`src/rtl/issue_select_pkg.sv`:
```
// Shared types for the issue stage: queue packet, CDB branch-resolution broadcast,
// and helpers for index width and branch-mask resolution.
package issue_select_pkg;

    localparam int BMASK_W  = 4;
    localparam int BR_BIT_W = $clog2(BMASK_W);

    typedef struct packed {
        logic [31:0]         pc;
        logic [4:0]          rd;
        logic [BMASK_W-1:0]  bmask;
    } rs_data_pkt_t;

    typedef struct packed {
        logic                cdb_broadcast;
        logic                br_mispred;
        logic [BR_BIT_W-1:0] br_bit;
    } cdb_pkt_t;

    // A one-entry queue still needs a 1-bit index to keep port widths legal.
    function automatic int idx_width(input int depth);
        return (depth > 1) ? $clog2(depth) : 1;
    endfunction

    // A correctly predicted branch no longer guards anything: drop its mask bit.
    function automatic rs_data_pkt_t apply_resolve(input rs_data_pkt_t pkt, input cdb_pkt_t cdb);
        rs_data_pkt_t res;
        res = pkt;
        if (cdb.cdb_broadcast && !cdb.br_mispred) begin
            res.bmask[cdb.br_bit] = 1'b0;
        end
        return res;
    endfunction

endpackage

```
`src/rtl/issue_select_if.sv`:
```
// Bundle between issue_select, the reservation-station queue, dispatch, CDB and the FU.
// master is the issue-select controller's view; slave is the surrounding datapath's view.
interface issue_select_if #(
    parameter int QUEUE_DEPTH = 3
);
    import issue_select_pkg::*;

    localparam int IW = idx_width(QUEUE_DEPTH);

    logic                   dispatch_valid;
    logic                   dispatch_ready;
    logic                   rs_station_wen;
    logic [IW-1:0]          rs_station_waddr;
    logic [QUEUE_DEPTH-1:0] rs_queue_valid_bits;
    logic [QUEUE_DEPTH-1:0] rs_ready_bits;
    logic                   rs_station_complete;
    logic [IW-1:0]          rs_station_raddr;
    rs_data_pkt_t           rs_pkt_in;
    cdb_pkt_t               cdb_pkt2;
    logic                   fu_valid;
    logic                   fu_ready;
    rs_data_pkt_t           fu_pkt;

    modport master (
        input  dispatch_valid,
        output dispatch_ready,
        output rs_station_wen,
        output rs_station_waddr,
        input  rs_queue_valid_bits,
        input  rs_ready_bits,
        output rs_station_complete,
        output rs_station_raddr,
        input  rs_pkt_in,
        input  cdb_pkt2,
        output fu_valid,
        input  fu_ready,
        output fu_pkt
    );

    modport slave (
        output dispatch_valid,
        input  dispatch_ready,
        input  rs_station_wen,
        input  rs_station_waddr,
        output rs_queue_valid_bits,
        output rs_ready_bits,
        input  rs_station_complete,
        input  rs_station_raddr,
        output rs_pkt_in,
        output cdb_pkt2,
        input  fu_valid,
        output fu_ready,
        input  fu_pkt
    );

endinterface

```
`src/rtl/issue_select_age_matrix_sel.sv`:
```
// Age matrix over queue slots plus oldest-ready selector; selection is combinational,
// matrix updates on the write edge. No backpressure of its own.
module issue_select_age_matrix_sel
    import issue_select_pkg::*;
#(
    parameter int QUEUE_DEPTH = 3
) (
    input  logic                                 clk,
    input  logic                                 rst,
    input  logic                                 wen,
    input  logic [idx_width(QUEUE_DEPTH)-1:0]    waddr,
    input  logic [QUEUE_DEPTH-1:0]               ready,
    output logic                                 any_ready,
    output logic [idx_width(QUEUE_DEPTH)-1:0]    sel
);

    localparam int IW = idx_width(QUEUE_DEPTH);

    // age[i][j] = 1 : entry i is older than entry j
    logic [QUEUE_DEPTH-1:0] age [QUEUE_DEPTH];
    logic [QUEUE_DEPTH-1:0] win;
    logic [QUEUE_DEPTH-1:0] pick;

    always_ff @(posedge clk) begin
        if (rst) begin
            for (int i = 0; i < QUEUE_DEPTH; i++) begin
                age[i] <= '0;
            end
        end else if (wen) begin
            for (int k = 0; k < QUEUE_DEPTH; k++) begin
                if (IW'(k) == waddr) begin
                    age[k] <= '0;
                end else begin
                    age[k][waddr] <= 1'b1;
                end
            end
        end
    end

    always_comb begin
        win  = '0;
        pick = '0;
        sel  = '0;
        for (int i = 0; i < QUEUE_DEPTH; i++) begin
            win[i] = ready[i];
            for (int j = 0; j < QUEUE_DEPTH; j++) begin
                if (j != i && ready[j] && !age[i][j]) begin
                    win[i] = 1'b0;
                end
            end
        end
        // Never-written slots leave the matrix without a winner; lowest ready index stands in.
        pick = (|win) ? win : ready;
        for (int i = QUEUE_DEPTH - 1; i >= 0; i--) begin
            if (pick[i]) begin
                sel = IW'(i);
            end
        end
    end

    assign any_ready = |ready;

endmodule

```
`src/rtl/issue_select.sv`:
```
// Issue control for the reservation station: slot allocation, oldest-ready select, and a
// one-entry FU issue register (1-cycle select-to-fu_valid; stalls issue while fu_ready=0 and full).
module issue_select
    import issue_select_pkg::*;
#(
    parameter int QUEUE_DEPTH = 3
) (
    input  logic          clk,
    input  logic          rst,
    issue_select_if.master bus
);

    localparam int IW = idx_width(QUEUE_DEPTH);

    logic [QUEUE_DEPTH-1:0] free_slots;
    logic [IW-1:0]          waddr;
    logic                   wen;
    logic                   any_ready;
    logic [IW-1:0]          sel;
    logic                   can_issue;
    logic                   complete;
    logic                   squash;

    logic                   fu_vld_q;
    rs_data_pkt_t           fu_pkt_q;
    cdb_pkt_t               cdb;

    assign cdb = bus.cdb_pkt2;

    always_comb begin
        free_slots = ~bus.rs_queue_valid_bits;
        waddr      = '0;
        for (int i = QUEUE_DEPTH - 1; i >= 0; i--) begin
            if (free_slots[i]) begin
                waddr = IW'(i);
            end
        end
    end

    assign wen = bus.dispatch_valid & (|free_slots);

    issue_select_age_matrix_sel #(
        .QUEUE_DEPTH (QUEUE_DEPTH)
    ) u_age_sel (
        .clk       (clk),
        .rst       (rst),
        .wen       (wen),
        .waddr     (waddr),
        .ready     (bus.rs_ready_bits),
        .any_ready (any_ready),
        .sel       (sel)
    );

    assign can_issue = ~fu_vld_q | bus.fu_ready;
    assign complete  = can_issue & any_ready;
    assign squash    = fu_vld_q & cdb.cdb_broadcast & cdb.br_mispred & fu_pkt_q.bmask[cdb.br_bit];

    always_ff @(posedge clk) begin
        if (rst) begin
            fu_vld_q <= 1'b0;
            fu_pkt_q <= '0;
        end else if (complete) begin
            fu_vld_q <= 1'b1;
            fu_pkt_q <= apply_resolve(bus.rs_pkt_in, cdb);
        end else begin
            // Held packets keep tracking resolutions even while the FU stalls.
            fu_pkt_q <= apply_resolve(fu_pkt_q, cdb);
            if (squash || bus.fu_ready) begin
                fu_vld_q <= 1'b0;
            end
        end
    end

    assign bus.dispatch_ready      = |free_slots;
    assign bus.rs_station_wen      = wen;
    assign bus.rs_station_waddr    = waddr;
    assign bus.rs_station_complete = complete;
    assign bus.rs_station_raddr    = any_ready ? sel : '0;
    assign bus.fu_valid            = fu_vld_q;
    assign bus.fu_pkt              = fu_pkt_q;

endmodule

```
`src/flat_wrapper.sv`:
```
// flat-port wrapper written by rule: the top's interface ports become plain ports
module issue_select_flat import issue_select_pkg::*;
#(
    parameter int QUEUE_DEPTH = 3
)
  (clk, rst, bus_dispatch_valid, bus_dispatch_ready, bus_rs_station_wen, bus_rs_station_waddr, bus_rs_queue_valid_bits, bus_rs_ready_bits, bus_rs_station_complete, bus_rs_station_raddr, bus_rs_pkt_in, bus_cdb_pkt2, bus_fu_valid, bus_fu_ready, bus_fu_pkt);
  issue_select_if #(.QUEUE_DEPTH(QUEUE_DEPTH)) bus_i ();
  input  logic clk;
  input  logic rst;
  input wire logic [$bits(bus_i.dispatch_valid)-1:0] bus_dispatch_valid;
  output wire logic [$bits(bus_i.dispatch_ready)-1:0] bus_dispatch_ready;
  output wire logic [$bits(bus_i.rs_station_wen)-1:0] bus_rs_station_wen;
  output wire logic [$bits(bus_i.rs_station_waddr)-1:0] bus_rs_station_waddr;
  input wire logic [$bits(bus_i.rs_queue_valid_bits)-1:0] bus_rs_queue_valid_bits;
  input wire logic [$bits(bus_i.rs_ready_bits)-1:0] bus_rs_ready_bits;
  output wire logic [$bits(bus_i.rs_station_complete)-1:0] bus_rs_station_complete;
  output wire logic [$bits(bus_i.rs_station_raddr)-1:0] bus_rs_station_raddr;
  input wire logic [$bits(bus_i.rs_pkt_in)-1:0] bus_rs_pkt_in;
  input wire logic [$bits(bus_i.cdb_pkt2)-1:0] bus_cdb_pkt2;
  output wire logic [$bits(bus_i.fu_valid)-1:0] bus_fu_valid;
  input wire logic [$bits(bus_i.fu_ready)-1:0] bus_fu_ready;
  output wire logic [$bits(bus_i.fu_pkt)-1:0] bus_fu_pkt;
  assign bus_i.dispatch_valid = bus_dispatch_valid;
  assign bus_dispatch_ready = bus_i.dispatch_ready;
  assign bus_rs_station_wen = bus_i.rs_station_wen;
  assign bus_rs_station_waddr = bus_i.rs_station_waddr;
  assign bus_i.rs_queue_valid_bits = bus_rs_queue_valid_bits;
  assign bus_i.rs_ready_bits = bus_rs_ready_bits;
  assign bus_rs_station_complete = bus_i.rs_station_complete;
  assign bus_rs_station_raddr = bus_i.rs_station_raddr;
  assign bus_i.rs_pkt_in = bus_rs_pkt_in;
  assign bus_i.cdb_pkt2 = bus_cdb_pkt2;
  assign bus_fu_valid = bus_i.fu_valid;
  assign bus_i.fu_ready = bus_fu_ready;
  assign bus_fu_pkt = bus_i.fu_pkt;
  issue_select #(.QUEUE_DEPTH(QUEUE_DEPTH)) u_core (.clk(clk), .rst(rst), .bus(bus_i));
endmodule
```
`config.mk`:
```
export PLATFORM = sky130hd
export DESIGN_NAME = issue_select_flat
export DESIGN_NICKNAME = d
export VERILOG_FILES = /design/src/rtl/issue_select_pkg.sv /design/src/rtl/issue_select_if.sv /design/src/rtl/issue_select_age_matrix_sel.sv /design/src/rtl/issue_select.sv /design/src/flat_wrapper.sv
export SDC_FILE = /design/constraint.sdc
export NUM_CORES = 1
export LEC_CHECK = 0
export CELL_PAD_IN_SITES_DETAIL_PLACEMENT = 0
export CELL_PAD_IN_SITES_GLOBAL_PLACEMENT = 2
export CORE_MARGIN = 4
export CORE_UTILIZATION = 22
export CTS_CLUSTER_DIAMETER = 150
export CTS_CLUSTER_SIZE = 28
export DETAILED_ROUTE_END_ITERATION = 7
export GPL_TIMING_DRIVEN = 0
export PLACE_DENSITY_LB_ADDON = 0.1
export SLEW_MARGIN = 15
export SYNTH_ARGS = -nofsm -noshare
export SYNTH_HDL_FRONTEND = slang
export SYNTH_SLANG_ARGS = --single-unit
```
`constraint.sdc`:
```
create_clock -name clk -period 1.7 [get_ports clk]
set_input_delay 0.51 -clock clk [delete_from_list [all_inputs] [get_ports clk]]
set_output_delay 0.51 -clock clk [all_outputs]
set_load 0.05 [all_outputs]
```
==> results.cfg <==
[synth]
yosysTopAreaCellShare_pct = 41.4
syn_area_sq_um = 2130
synth_edf_count = 4
seq_area_frac_synth_pct = 47.1
synthTopCellsByCount = dfxtp_1, a21oi_1, o21ai_0
synth_area_leaders = dfxtp_1, a21oi_1, o21ai_0
syn_avg_cell_area_sq_um = 8.97
yosys_warnings = 0
synth_top_area_cell = dfxtp_1
ys_types = 39
syn-num-nets = 292
synth.most_common_cell = dfxtp_1
synth_cells = 237
ys_ff_latch = 48
synthArstFlopShare_pct = 0
ys.flop_type = dfxtp_1

[sta]
fin_crit_sh_pct = 112
worst_slack_ns = -0.200
slew_viol_final = 0
finalHoldViolations = 0
final.setup_skew_ns = 0.00788
tightest_slew_ns = 0.502
max-slew-margin-rel_pct = 66.7
fmax_mhz = 526
setup_viol = 2
period_minus_slack_ns = 1.90
rsz0062_at_grt = yes

[drt]
drt_iter0_drc = 46
drtPass1Iterations = 4
drc = 0
via_per_inst = 4.53
ant_nets = 0
wl_um = 7270
vias = 2177
wl_per_cell_um = 15.1

[setup_path]
worstPathCellList = o221ai_2 > nor4bb_4 > buf_6
startpoint_type = flop
critical_path_class = reg -> out
r2r_start = u_core.bus.fu_valid$_SDFFE_PP0P_
arrival_ns = 1.39
r2r-end = u_core.bus.fu_pkt[38]$_SDFFE_PP0P_
reg2reg_setup_slack_ns = 0.26
crit_required_ns = 1.19
crit_fanout = 2
worst-path-buf-inv = 1
crit_slowest_cell = edfxtp_1
crit_path_max_incr_delay_ns = 0.40
reg2reg_depth = 5
cpLargestDelayFamily = flip-flops
cp-end-kind = output pin

[final_layout]
layout.nets = 406
fin_cells = 481
diodes = 0
final_util_pct = 36.4
area_growth_pct = 59.8
stdcell_area_sq_um = 3400
drive_gt1_share_pct = 31.5
n_fill_cell = 989

[die]
core_area_sq_um = 9330
initial_core_util_pct = 22.8
rows = 35
ioPinCount = 104
die_area_sq_um = 11300
die_w_um = 106
die_h_um = 106

[min_path]
min_from = u_core.u_age_sel.age[2][0]$_DFF_P_
worstHoldPathCells = 2
whs_endpoint = u_core.u_age_sel.age[2][0]$_DFF_P_
hp-class = reg -> reg

[placed_design]
place_hpwl_um = 5270
place_congestion = 0.716
dpl-instance-area_sq_um = 3360
place_inst = 468
portBuffers = 102

[power]
power_density_nw_per_um2 = 843
finalPower_uw = 2870
irDropWorstVdd_uv = 305
leakagePower_uw = 0.00135

[global_routing]
grt_max_degree = 16
antenna_found_initial = 0
grt_first_pass_wirelength_um = 11700
grt_pass1_vias = 2214
grt_overflow = 0
grtUsageTotal_pct = 12.8

[outcome]
outcome = complete, but fails checks
violations = negative setup slack

[clock_tree]
clk_latency_ns = 0.30
clk_pin_slew_ns = 0.09
htree_levels = 2
postCtsHoldBufs = 0
cts_tree = built
cts_buffer_depth = 2
root_buffer = clkbuf_8
clock-sinks = 48
numCtsBuffers = 5

[run]
timing.max_cap.violations = 0
## timing repair
action | 4_1_cts | 5_1_grt
setup buffers | 5 | 1
gates resized for setup | 167 | 38
endpoints found under the setup margin | 91 | 38
gates cloned | 0 | 0
pin swaps | 5 | 2
## worst max path at each step
stage                                                   startpoint                       to  cells after the start
after floorplan                               bus_rs_ready_bits[2]  bus_rs_station_raddr[1]                      3
after global placement                        bus_rs_ready_bits[1]  bus_rs_station_raddr[1]                      5
after detailed placement                      bus_rs_ready_bits[1]  bus_rs_station_raddr[1]                      5
after CTS                 u_core.u_age_sel.age[1][0]$_SDFFCE_PP0P_  bus_rs_station_raddr[1]                      3
after global routing      u_core.u_age_sel.age[0][1]$_SDFFCE_PP0P_  bus_rs_station_raddr[1]                      3
final                     u_core.u_age_sel.age[0][1]$_SDFFCE_PP0P_  bus_rs_station_raddr[1]                      3
## cells by family after synthesis
logic type,Yosys count,share of synthesized area (%)
AOI/OAI and AO/OA,92,25.2
buffers and inverters,30,6.71
and+or+nand+nor,66,20.0
muxes,1,1.06
DFF,48,47.1
## metal layers
metal,share of wire [%],global-route usage (%)
met4,0.63,3.42
met3,7.9,4.01
met5,0,0
met2,42,18.6
met1,49,18.3
## power by group
| group | switching, uW | internal, uW | total (uW) |
|---|---|---|---|
| sequential | 43.9 | 1220 | 1270 |
| combinational | 533 | 313 | 846 |
| clock | 419 | 332 | 751 |
| total | 996 | 1870 | 2870 |
## flip-flops by register name, indices dropped and copies added (netlist names)
name / cells
u_core.u_age_sel.age: 6
u_core.bus.fu_valid: 1
u_core.bus.fu_pkt: 41
## worst register-to-register path: stages (launching register included)
cell	delay [ns]
dfxtp_2	0.35
nor2b_4	0.19
buf_4	0.16
clkbuf_1	0.37
o21ai_0	0.16
a21oi_1	0.15
## placed cells by master, fill, tap and decap left out, drive strengths merged, types with 3 or more instances in the layout
master,Yosys,routed
clkdlybuf4s15,0,20
dfxtp,44,44
clkdlybuf4s50,0,44
a21oi,42,42
clkbuf,12,43
nand3,39,39
buf,12,28
nor3,6,6
inv,6,7
edfxtp,4,4
o21ai,38,38
nand2,3,3
## per-stage QoR
stage / setup TNS (ns) / setup WS [ns] / hold slack [ns]
after floorplan: -0.307 / -0.241 / 0.440
after global placement: -30.49 / -1.40 / 0.462
after detailed placement: -30.19 / -1.38 / 0.465
after CTS: -0.323 / -0.240 / 0.478
after global routing: -0.451 / -0.297 / 0.508
final: -0.264 / -0.200 / 0.475
## layout make-up
| class | count | area (sq um) | area share (%) |
|---|---|---|---|
| Tap cell | 129 | 161 | 4.75 |
| Clock buffer | 6 | 82.6 | 2.43 |
| Timing Repair Buffer | 108 | 945 | 27.8 |
| Clock inverter | 2 | 13.8 | 0.405 |
| Sequential cell | 48 | 1000 | 29.5 |
| Buffer | 23 | 124 | 3.65 |
| Inverter | 6 | 22.5 | 0.663 |
| Multi-Input combinational cell | 159 | 1050 | 30.8 |
Power figures use the tool's default switching activity.
